--- config.mk ---
export PLATFORM = sky130hd
export DESIGN_NAME = pit_bus_master
export DESIGN_NICKNAME = d
export VERILOG_FILES = /design/src/rtl/pit_bus_master.sv
export SDC_FILE = /design/constraint.sdc
export NUM_CORES = 1
export LEC_CHECK = 0
export CAP_MARGIN = 20
export CORE_ASPECT_RATIO = 1.2
export CORE_UTILIZATION = 42
export DETAILED_ROUTE_END_ITERATION = 8
export PLACE_DENSITY = 0.87
export SYNTH_ARGS = -nofsm -noshare
export SYNTH_HDL_FRONTEND = slang
export SYNTH_SLANG_ARGS = --single-unit
export TNS_END_PERCENT = 50
--- constraint.sdc ---
create_clock -name CLK -period 1.6 [get_ports CLK]
set_input_delay 0.24 -clock CLK [delete_from_list [all_inputs] [get_ports CLK]]
set_output_delay 0.24 -clock CLK [all_outputs]
set_load 0.02 [all_outputs]
--- src/rtl/pit_bus_master.sv ---
// Host-side initiator that runs one 8254 bus cycle (setup/strobe/hold) per request.
// Optional macro PIT_BUS_RECOVERY_EN adds a RECOVER phase of idle bus time after each cycle.
module pit_bus_master #(
  parameter int SETUP_CYC    = 1,
  parameter int STROBE_CYC   = 2,
  parameter int HOLD_CYC     = 1,
  parameter int RECOVERY_CYC = 2
) (
  input  logic       CLK,
  input  logic       RST,
  input  logic       req_valid,
  output logic       req_ready,
  input  logic       req_write,
  input  logic [1:0] req_addr,
  input  logic [7:0] req_wdata,
  output logic       rsp_valid,
  output logic [7:0] rsp_rdata,
  output logic       rsp_err,
  output logic       A0,
  output logic       A1,
  output logic       CS,
  output logic       RD,
  output logic       WR,
  output logic [7:0] D_out,
  output logic       D_oe,
  input  logic [7:0] D_in
);

  localparam logic [3:0] L_SET = 4'(SETUP_CYC - 1);
  localparam logic [3:0] L_STB = 4'(STROBE_CYC - 1);
  localparam logic [3:0] L_HLD = 4'(HOLD_CYC - 1);
  localparam logic [3:0] L_REC = 4'(RECOVERY_CYC - 1);

`ifdef PIT_BUS_RECOVERY_EN
  typedef enum logic [2:0] {S_IDLE, S_SETUP, S_STROBE, S_HOLD, S_RECOVER} state_t;
`else
  typedef enum logic [1:0] {S_IDLE, S_SETUP, S_STROBE, S_HOLD} state_t;
  logic w_unused_rec;
  assign w_unused_rec = ^L_REC;
`endif

  state_t     r_state, w_next;
  logic [3:0] r_cnt, w_cnt_nxt;
  logic       r_write;
  logic [1:0] r_addr;
  logic [7:0] r_wdata;
  logic [7:0] r_rdcap;
  logic       w_accept, w_err_req, w_cnt_done, w_bus;

  assign w_accept   = req_valid && req_ready;
  // A read of the control word is illegal on the 8254: answer at once, no bus cycle.
  assign w_err_req  = !req_write && (req_addr == 2'd3);
  assign w_cnt_done = (r_cnt == 4'd0);

  always_comb begin
    w_next    = r_state;
    w_cnt_nxt = w_cnt_done ? 4'd0 : r_cnt - 4'd1;
    case (r_state)
      S_IDLE:
        if (w_accept && !w_err_req) begin
          w_next    = S_SETUP;
          w_cnt_nxt = L_SET;
        end
      S_SETUP:
        if (w_cnt_done) begin
          w_next    = S_STROBE;
          w_cnt_nxt = L_STB;
        end
      S_STROBE:
        if (w_cnt_done) begin
          w_next    = S_HOLD;
          w_cnt_nxt = L_HLD;
        end
      S_HOLD:
        if (w_cnt_done) begin
`ifdef PIT_BUS_RECOVERY_EN
          w_next    = S_RECOVER;
          w_cnt_nxt = L_REC;
`else
          w_next    = S_IDLE;
`endif
        end
`ifdef PIT_BUS_RECOVERY_EN
      S_RECOVER:
        if (w_cnt_done) w_next = S_IDLE;
`endif
      default: w_next = S_IDLE;
    endcase
  end

  // Bus pins decode straight from registered state, so they are glitch-free per phase.
  always_comb begin
    w_bus     = (r_state == S_SETUP) || (r_state == S_STROBE) || (r_state == S_HOLD);
    req_ready = (r_state == S_IDLE);
    CS        = !w_bus;
    A1        = w_bus ? r_addr[1] : 1'b0;
    A0        = w_bus ? r_addr[0] : 1'b0;
    RD        = !((r_state == S_STROBE) && !r_write);
    WR        = !((r_state == S_STROBE) && r_write);
    D_oe      = w_bus && r_write;
    D_out     = (w_bus && r_write) ? r_wdata : 8'h00;
  end

  always_ff @(posedge CLK) begin
    if (RST) begin
      r_state   <= S_IDLE;
      r_cnt     <= 4'd0;
      r_write   <= 1'b0;
      r_addr    <= 2'd0;
      r_wdata   <= 8'h00;
      r_rdcap   <= 8'h00;
      rsp_valid <= 1'b0;
      rsp_rdata <= 8'h00;
      rsp_err   <= 1'b0;
    end else begin
      r_state   <= w_next;
      r_cnt     <= w_cnt_nxt;
      rsp_valid <= 1'b0;
      if (w_accept) begin
        r_write <= req_write;
        r_addr  <= req_addr;
        r_wdata <= req_wdata;
        if (w_err_req) begin
          rsp_valid <= 1'b1;
          rsp_err   <= 1'b1;
          rsp_rdata <= 8'h00;
        end
      end
      // Capture on the last RD-low cycle, when timer data is settled longest.
      if ((r_state == S_STROBE) && w_cnt_done && !r_write)
        r_rdcap <= D_in;
      if ((r_state == S_HOLD) && w_cnt_done) begin
        rsp_valid <= 1'b1;
        rsp_err   <= 1'b0;
        rsp_rdata <= r_write ? 8'h00 : r_rdcap;
      end
    end
  end

endmodule

==> results.json, run 1 <==
{
  "syn_inst": 185,
  "setup_viol": 13,
  "hold_buffers": 0,
  "violations": "negative setup slack",
  "arrival_ps": 1890,
  "status": "finished, violations left",
  "fp.dieW_um": 59.3,
  "clkSinkCount": 35,
  "end_kind": "flop",
  "clock.fmax_ghz": 0.598,
  "crit_fanout": 5,
  "dr.pass1.iters": 4,
  "peakVddDrop_mv": 1.05,
  "start_util_pct": 44.8,
  "fillers": 281,
  "p_leak_nw": 0.979,
  "cts_tree": "yes",
  "routed_wirelength_mm": 4.28,
  "gr-usage-all-layers_pct": 22.2,
  "portBuffers": 46,
  "stdcell_count": 305,
  "cp_data_required_time_ps": 1820,
  "globalplace.congestion": 0.804,
  "antenna_cells": 0,
  "clk_pin_slew_ps": 70,
  "finalWorstSetupSlack_ps": -73.4,
  "syn_nets": 215,
  "drv_slew": 0,
  "drtIter0Drc": 67,
  "worstSetupStartpointType": "flop",
  "die-area_mm2": 0.00419,
  "clock_tree.buffer_depth": 2,
  "nets": 283,
  "drc": 0,
  "power.density_mw_per_mm2": 1650,
  "whs_ps": 457,
  "pre_cts_slack_ps": -243,
  "ys_types": 32,
  "grt_max_degree": 20,
  "row_count": 24,
  "coreArea_mm2": 0.00369,
  "synth_top_area_share_pct": 42.4,
  "dp_cells": 295,
  "ys_ff_latch": 35,
  "finalHoldViolations": 0,
  "ys.warnings.count": 0,
  "ant_nets": 0,
  "die_h_um": 70.7,
  "synth_largest_area_cell": "dfxtp_1",
  "overflow": 0,
  "avgSynthCellArea_um2": 8.94,
  "cap_violations": 0,
  "drive_gt1_share_pct": 32.4,
  "grt_pass1_vias": 1471,
  "antenna_found_initial": 0,
  "yosysSeqAreaShare_pct": 42.4,
  "relSlewSlack_pct": 62.5,
  "worst_clock_skew_ps": 4.57,
  "wl_per_cell_um": 14.0,
  "cts_htree_levels": 2,
  "min_path_type": "reg -> reg",
  "post-route-min-period_ps": 1670,
  "grt_pass1_wl_mm": 6.89,
  "clockRootBuffer": "clkbuf_8",
  "clock_latency_ps": 290,
  "rsz0062_at_grt": "true",
  "tightest_slew_ps": 563,
  "areaGrowthSynthToFinish_pct": 56.4,
  "num_vias": 1535,
  "dp_hpwl_mm": 2.79,
  "via_per_inst": 5.03,
  "netlist_area_mm2": 0.00165,
  "io_pins": 47,
  "cts_buffers": 5,
  "critPathKind": "reg -> reg",
  "post-route-period-util_pct": 105,
  "yosys-top-cells-area": "dfxtp_1 42%, a21oi_1 6.1%, ha_1 6.1%"
}
## worst max-delay path, cell delays in order, from the launching register on
cell	delay, ps
dfxtp_2	350
inv_2	70
buf_6	120
buf_6	110
ha_4	160
and4b_2	240
buf_6	130
a211oi_4	210
mux2i_1	210
## through the flow
| step | util (%) | cell area [um2] | power, mW | setup TNS, ps |
|---|---|---|---|---|
| global placement | 62.3 | 2300 | 3.00 | -2390 |
| floorplan | - | 1660 | 2.40 | -49.5 |
| CTS | 68.3 | 2520 | 4.11 | -489 |
| global route | 70.0 | 2590 | 4.49 | -2290 |
| finish | 70.0 | 2590 | 4.26 | -495 |
| detailed placement | 62.3 | 2300 | 3.07 | -3730 |
## cell families (layout without fill, tap and decap cells)
group | Yosys count | count (layout) | share of synthesized area, %
multiplexers | 2 | 2 | 1.21
adder cells (fa/ha/maj) | 8 | 8 | 6.05
AO/OA/AOI/OAI | 42 | 42 | 15.1
buffers and inverters | 16 | 84 | 4.46
flip-flops | 35 | 35 | 42.4
XOR/XNOR | 2 | 2 | 1.06
AND/OR/NAND/NOR | 80 | 80 | 29.7
## layer usage
metal  up-vias  GRT usage [%]  share of wire (%)
li1        771              -                  -
met1       714           26.6                 42
met2        44           37.7                 53
met3         6           5.67                3.9
met4         0           7.67                1.3
met5         -              0                  0
## registers in the layout, summed over array words and instances, names as in the netlist
| register | count |
|---|---|
| r_rdcap | 8 |
| r_write | 1 |
| rsp_rdata | 8 |
| rsp_err | 1 |
| r_wdata | 8 |
| r_state | 2 |
| r_cnt | 4 |
| rsp_valid | 1 |
| r_addr | 2 |
## path summary, 6_finish.rpt
check	startpoint	to	slack, ps	cells after the start
hold / removal	r_wdata[4]	r_wdata[4]	460	2
setup / recovery	r_state[0]	r_state[0]	-70	8
setup reg to reg	r_state[0]	r_state[0]	-70	8
hold reg to reg	r_wdata[4]	r_wdata[4]	460	2
## area by class of cell
cell class | instances | area [um2] | area share [%]
sequential | 35 | 703 | 27.2
tap | 52 | 65.1 | 2.52
timing repair buffer | 72 | 668 | 25.8
clock buffer | 6 | 72.6 | 2.81
inverter | 5 | 21.3 | 0.822
clock inverter | 1 | 30.0 | 1.16
multi-input combinational | 134 | 1030 | 39.7
## timing repair
item / CTS / global route
pin swaps: 5 / 9
buffers inserted: 1 / 1
gates cloned: 1 / 0
gates resized for setup: 103 / 19
hold endpoints to repair: 0 / 0
endpoints found under the setup margin: 35 / 29
## layout by cell type (no fill, tap or decap), types with 2 or more instances in the layout
cell	synthesis	final
a21oi_1	20	20
and2_4	0	8
buf_2	5	5
buf_4	0	19
buf_6	1	16
clkbuf_8	0	5
clkdlybuf4s50_1	0	31
dfxtp_1	35	33
dfxtp_2	0	2
ha_1	8	3
ha_4	0	5
inv_1	4	2
inv_2	1	2
mux2i_1	2	2
nand2_1	25	25
nand2b_1	12	12
nand3_1	8	8
nor2b_1	6	3
nor2b_4	0	3
nor3_1	2	2
nor4_2	0	3
o21ai_1	16	16
o31ai_2	1	2
or4b_1	8	7
xnor2_1	2	2
## where the power goes
group / switching, mW / total, mW / internal, mW / leakage [nW]
logic: 1.22 / 2.32 / 1.09 / 0.642
registers: 0.133 / 1.17 / 1.04 / 0.285
clock network: 0.315 / 0.771 / 0.456 / 0.0513
total: 1.67 / 4.26 / 2.59 / 0.979
## synthesized netlist by cell type, drive strengths merged
cell type	number
a211oi	1
a21oi	20
a221oi	1
and2	9
and4b	1
buf	7
clkbuf	4
dfxtp	35
ha	8
inv	5
mux2i	2
nand2	25
nand2b	12
nand3	8
nand4bb	1
nor2b	6
nor3	2
nor3b	1
nor4	4
o21a	1
o21ai	16
o21bai	1
o31ai	2
or2	1
or3	1
or3b	1
or4b	8
xnor2	2
Power figures use the tool's default switching activity.
==> run 2: changes to the inputs <==
Settings changed: CTS_CLUSTER_SIZE set to 24.
==> results of run 2 <==
No change in the layout: final DEF, timing and power equal those of run 1.
